<file path="src/rtl/fifo_pkg.sv">
// Shared helpers for the async FIFO pointer logic: gray/binary conversion and reset values.
// Latency: none (functions and constants only).
// Backpressure: not applicable.
package fifo_pkg;

    // Widest pointer the conversion functions handle. Narrower pointers are zero-extended
    // on the way in and truncated on the way out. Zero bits above the real MSB leave
    // both conversions unchanged, so one function body serves any pointer width.
    localparam int GRAY_MAX_W = 32;

    localparam logic [GRAY_MAX_W-1:0] RST_PTR     = '0;
    localparam logic                  RST_EMPTY   = 1'b1;
    localparam logic                  RST_AREMPTY = 1'b1;
    localparam logic                  RST_VALID   = 1'b0;

    function automatic logic [GRAY_MAX_W-1:0] bin2gray(input logic [GRAY_MAX_W-1:0] bin);
        return bin ^ (bin >> 1);
    endfunction

    function automatic logic [GRAY_MAX_W-1:0] gray2bin(input logic [GRAY_MAX_W-1:0] gray);
        logic [GRAY_MAX_W-1:0] bin;
        bin[GRAY_MAX_W-1] = gray[GRAY_MAX_W-1];
        for (int i = GRAY_MAX_W - 2; i >= 0; i--) begin
            bin[i] = bin[i+1] ^ gray[i];
        end
        return bin;
    endfunction

endpackage

</file>
<file path="src/rtl/fifo_gray2bin.sv">
// Gray-to-binary converter: XOR prefix chain running from the MSB down.
// Latency: combinational.
// Backpressure: not applicable.
// Ports: gray (W-bit gray code in), bin (W-bit binary out).
module fifo_gray2bin #(
    parameter int W = 5
) (
    input  logic [W-1:0] gray,
    output logic [W-1:0] bin
);

    always_comb begin
        bin        = '0;
        bin[W-1]   = gray[W-1];
        for (int i = W - 2; i >= 0; i--) begin
            bin[i] = bin[i+1] ^ gray[i];
        end
    end

endmodule

</file>
<file path="src/rtl/fifo_rptr_empty_fwft.sv">
// Read-side control of the async FIFO: gray read pointer, empty/almost-empty flags, fill level, FWFT output register.
// Latency: rq2_wptr change at edge N -> rempty low at N+1 -> dout_valid with the word at N+2.
// Backpressure: dout_valid & ~dout_ready holds dout and stops the read pointer.
// Ports: rclk/rrst (sync active-high reset); rq2_wptr synchronised gray write pointer in;
//        rdata/raddr memory read port; rptr gray pointer to the write domain;
//        rempty/arempty/rlevel memory occupancy; dout/dout_valid/dout_ready output handshake.
module fifo_rptr_empty_fwft
    import fifo_pkg::*;
#(
    parameter int ADDRSIZE = 4,
    parameter int DATASIZE = 8
) (
    input  logic                rclk,
    input  logic                rrst,
    input  logic [ADDRSIZE:0]   rq2_wptr,
    input  logic [DATASIZE-1:0] rdata,
    output logic [ADDRSIZE-1:0] raddr,
    output logic [ADDRSIZE:0]   rptr,
    output logic                rempty,
    output logic                arempty,
    output logic [ADDRSIZE:0]   rlevel,
    output logic [DATASIZE-1:0] dout,
    output logic                dout_valid,
    input  logic                dout_ready
);

    localparam int PW = ADDRSIZE + 1;

    logic [PW-1:0]       rbin_q, rbin_d;
    logic [PW-1:0]       rptr_q, rptr_d;
    logic                rempty_q, rempty_d;
    logic                arempty_q, arempty_d;
    logic [PW-1:0]       rlevel_q, rlevel_d;
    logic [DATASIZE-1:0] dout_q, dout_d;
    logic                dout_valid_q, dout_valid_d;

    logic                rinc;
    logic [PW-1:0]       rbinnext;
    logic [PW-1:0]       rbinnext_p1;
    logic [PW-1:0]       rgraynext;
    logic [PW-1:0]       rgraynextp1;
    logic [PW-1:0]       wbin_s;

    fifo_gray2bin #(
        .W (PW)
    ) u_wptr_g2b (
        .gray (rq2_wptr),
        .bin  (wbin_s)
    );

    always_comb begin
        rbin_d       = rbin_q;
        rptr_d       = rptr_q;
        rempty_d     = rempty_q;
        arempty_d    = arempty_q;
        rlevel_d     = rlevel_q;
        dout_d       = dout_q;
        dout_valid_d = dout_valid_q;

        // Pop from memory whenever the output register is free or being drained this
        // cycle; this is what gives back-to-back delivery with no bubble.
        rinc        = ~rempty_q & (~dout_valid_q | dout_ready);
        rbinnext    = rbin_q + PW'(rinc);
        rbinnext_p1 = rbinnext + PW'(1);
        rgraynext   = PW'(bin2gray(GRAY_MAX_W'(rbinnext)));
        rgraynextp1 = PW'(bin2gray(GRAY_MAX_W'(rbinnext_p1)));

        rbin_d    = rbinnext;
        rptr_d    = rgraynext;
        // Flags are computed from the post-pop pointer so they are correct the cycle
        // after a pop, not one cycle late.
        rempty_d  = (rgraynext == rq2_wptr);
        arempty_d = (rgraynext == rq2_wptr) | (rgraynextp1 == rq2_wptr);
        // Modulo-2**PW subtraction; the extra MSB makes a full memory read as 2**ADDRSIZE.
        rlevel_d  = wbin_s - rbinnext;

        if (rinc) begin
            dout_d       = rdata;
            dout_valid_d = 1'b1;
        end else if (dout_ready) begin
            dout_valid_d = 1'b0;
        end
    end

    always_ff @(posedge rclk) begin
        if (rrst) begin
            rbin_q       <= PW'(RST_PTR);
            rptr_q       <= PW'(RST_PTR);
            rempty_q     <= RST_EMPTY;
            arempty_q    <= RST_AREMPTY;
            rlevel_q     <= '0;
            dout_q       <= '0;
            dout_valid_q <= RST_VALID;
        end else begin
            rbin_q       <= rbin_d;
            rptr_q       <= rptr_d;
            rempty_q     <= rempty_d;
            arempty_q    <= arempty_d;
            rlevel_q     <= rlevel_d;
            dout_q       <= dout_d;
            dout_valid_q <= dout_valid_d;
        end
    end

    assign raddr      = rbin_q[ADDRSIZE-1:0];
    assign rptr       = rptr_q;
    assign rempty     = rempty_q;
    assign arempty    = arempty_q;
    assign rlevel     = rlevel_q;
    assign dout       = dout_q;
    assign dout_valid = dout_valid_q;

endmodule
</file>
<file path="config.mk">
export PLATFORM = sky130hd
export DESIGN_NAME = fifo_rptr_empty_fwft
export DESIGN_NICKNAME = d
export VERILOG_FILES = /design/src/rtl/fifo_pkg.sv /design/src/rtl/fifo_gray2bin.sv /design/src/rtl/fifo_rptr_empty_fwft.sv
export SDC_FILE = /design/constraint.sdc
export NUM_CORES = 1
export LEC_CHECK = 0
export ABC_AREA = 1
export CAP_MARGIN = 20
export CORE_MARGIN = 1.5
export CORE_UTILIZATION = 35
export CTS_CLUSTER_DIAMETER = 30
export DETAILED_ROUTE_END_ITERATION = 7
export PLACE_DENSITY = 0.72
export SYNTH_ARGS = -nofsm -noshare
export SYNTH_HDL_FRONTEND = slang
export SYNTH_SLANG_ARGS = --single-unit
</file>
<file path="constraint.sdc">
create_clock -name rclk -period 2 [get_ports rclk]
set_input_delay 0.2 -clock rclk [delete_from_list [all_inputs] [get_ports rclk]]
set_output_delay 0.2 -clock rclk [all_outputs]
set_load 0.05 [all_outputs]
</file>
==> flow_metrics.env <==
export IMPL_clockBufferDepth=2
export IMPL_max_cap_viol_count=0
export IMPL_layoutNonFillerInstCount=312
export IMPL_yosys_warnings=0
export IMPL_crit_buf_inv=3
export IMPL_cp_arrival_ps=2160
export IMPL_cp_slowest_stage_delay_ps=360
export IMPL_drive_gt1_frac=0.289
export IMPL_cts_tree="built"
export IMPL_synth_seq_cells=25
export IMPL_num_rows=21
export IMPL_skew_ps=1.93
export IMPL_hold_class="in2reg"
export IMPL_gr_total_overflow=0
export IMPL_seq_power_share=0.375
export IMPL_syn_avg_cell_area_um2=6.92
export IMPL_swShare=0.364
export IMPL_tightest_slew_ps=511
export IMPL_nets=291
export IMPL_place_gp_congestion=0.864
export IMPL_via_count=1440
export IMPL_clkTransAtPathRegs_ps=80
export IMPL_ant_nets=0
export IMPL_hold_violations=0
export IMPL_p_leak_nw=1.02
export IMPL_wl_per_cell_um=10.7
export IMPL_synthCells=187
export IMPL_fin_crit_sh=0.976
export IMPL_start_util=0.376
export IMPL_syn_area_um2=1290
export IMPL_clkPwrFrac=0.199
export IMPL_worstHoldStart="dout_ready"
export IMPL_slew_headroom=0.659
export IMPL_path_cells="a21oi_4 > ha_4 > ha_4 > inv_2 > nand2_4 > nand2_4 > inv_4 > ha_4 > xor2_1 > a21oi_1 > nand3_1 > nor2_1 > nor2_1 > inv_1"
export IMPL_critPathCaptureType="flop"
export IMPL_drv_slew=0
export IMPL_grt_max_degree=25
export IMPL_outcome="completed"
export IMPL_critPathLaunchType="flop"
export IMPL_critPathMaxFanout=4
export IMPL_placed_area_um2=2050
export IMPL_place_hpwl_mm=2.52
export IMPL_synth_distinct_cells=21
export IMPL_syn_nets=211
export IMPL_r2r_start="dout_valid$_SDFFE_PP0P_"
export IMPL_drt_iter0_markers=65
export IMPL_routed_wl_mm=3.35
export IMPL_areaGrowthSynthToFinish_pct=71.3
export IMPL_switchingPower_mw=0.549
export IMPL_crit_start="dout_valid$_SDFFE_PP0P_"
export IMPL_layout_common_cells="nand2_1 (55), buf_4 (38), clkdlybuf4s50_1 (36), dfxtp_1 (21), nand3_1 (18)"
export IMPL_worstPathRequired_ps=2210
export IMPL_synth_seq_area_share=0.387
export IMPL_placedCellCount=299
export IMPL_rsz0062_at_grt="yes"
export IMPL_coreArea_um2=3440
export IMPL_die_w_um=63.8
export IMPL_mostFrequentLayoutCell="nand2_1"
export IMPL_clock_sinks=25
export IMPL_cts_buffers=3
export IMPL_clk_latency_ps=270
export IMPL_cts_root_buf="clkbuf_8"
export IMPL_port_buffers=40
export IMPL_firstDrtPassIters=4
export IMPL_grt_pass1_vias=1336
export IMPL_worstSetupPathType="reg2reg"
export IMPL_antenna_cells=0
export IMPL_setup_viol=0
export IMPL_finalPower_mw=1.51
export IMPL_crit_slowest_cell="dfxtp_4"
export IMPL_stdcell_area_um2=2220
export IMPL_p_int_mw=0.960
export IMPL_clock_fmax_mhz=512
export IMPL_antenna_found_initial=0
export IMPL_grt_pass1_wl_mm=5.74
export IMPL_cp_common_cell="ha_4"
export IMPL_viasPerCell=4.62
export IMPL_drc_errors=0
export IMPL_postCtsHoldBufs=0
export IMPL_p_comb_frac=0.426
export IMPL_p_per_area_nw_per_um2=681
export IMPL_pin_count=41
export IMPL_h_tree_depth=1
export IMPL_fp_dieArea_um2=4070
export IMPL_path_delay_family="adder cells"
export IMPL_fp_dieH_um=63.8
export IMPL_post_route_min_period_ps=1950
export IMPL_ir_drop_uv=608
export IMPL_grtUsageTotal=0.177
[cells by family after synthesis]
logic type / Yosys count / synth area share
AOI/OAI and AO/OA: 19 / 0.0774
xor gates and xnor gates: 5 / 0.0338
adders and majority gates: 8 / 0.0832
buffers and inverters: 25 / 0.0735
DFF: 25 / 0.387
and+or+nand+nor: 105 / 0.345
[synth_stat cells]
cell type	number	share of area
xnor2_1	1	0.0068
or2_1	1	0.0048
buf_2	1	0.0039
nand3_1	18	0.070
fa_1	1	0.015
nand3b_1	1	0.0058
a21oi_1	17	0.066
a21oi_2	1	0.0068
inv_2	3	0.0087
ha_1	7	0.068
nor3b_1	1	0.0058
or2_2	1	0.0048
nand4_1	4	0.019
xor2_1	4	0.027
a31oi_1	1	0.0048
clkbuf_1	2	0.0058
inv_1	19	0.055
nand2_1	60	0.17
nor2_1	16	0.046
nand2_2	3	0.015
dfxtp_1	25	0.39
[worst paths after layout]
kind,endpoint,slack [ps],cells after the start
max reg2reg,rempty$_SDFF_PP1_,50,14
max,rempty$_SDFF_PP1_,50,14
min reg2reg,dout_valid$_SDFFE_PP0P_,460,1
min,dout_valid$_SDFFE_PP0P_,320,4
[layout make-up]
type                       count  area [um^2]
inverter                      22         85.1
tap                           46         57.6
fill                         297         1230
clock buffer                   3         41.3
multi-input combinational    137          841
timing repair buffer          78          673
clock inverter                 1         7.51
sequential                    25          510
[flip-flops by register name (all words and copies together), names as in the netlist]
| name | flops |
|---|---|
| dout | 8 |
| rbin_q | 5 |
| rlevel | 5 |
| rptr | 4 |
| arempty | 1 |
| dout_valid | 1 |
| rempty | 1 |
[tightest hold or removal path, cell delays in order]
cell           delay [ps]
dlygate4sd2_1         210
inv_2                  50
nand2_1                50
a21oi_1                40
[routing by layer]
layer / GRT usage / vias to the layer above / routed length [um]
li1: - / 750 / -
met1: 0.218 / 645 / 1420
met2: 0.299 / 37 / 1710
met3: 0.0458 / 8 / 156
met4: 0.0571 / 0 / 53
met5: 0 / - / 0
[per-stage QoR]
step                      hold WS [ps]  utilization  setup slack, ps  TNS [ps]
after global placement             449        0.596             -558     -2550
after CTS                          321        0.636            -25.9     -47.2
after detailed placement           450        0.596             -650     -2890
final                              323        0.644             47.8         0
after global routing               345        0.644            -71.8      -202
after floorplan                    269            -            -16.6     -48.1
[power by group through the flow]
stage / Clock (mW) / Combinational, mW / Sequential [mW]
after detailed placement: 0 / 0.612 / 0.578
after CTS: 0.312 / 0.634 / 0.566
after global placement: 0 / 0.607 / 0.578
after global routing: 0.337 / 0.697 / 0.573
final: 0.300 / 0.643 / 0.566
after floorplan: 0 / 0.217 / 0.738
[timing repair]
action                                 4_1_cts  5_1_grt
cloned                                       0        0
resized for setup                           19        5
pin swaps                                   17       12
setup endpoints to repair                    6        4
endpoints found under the hold margin        0        0
setup buffers                                8        1
Power figures use the tool's default switching activity.
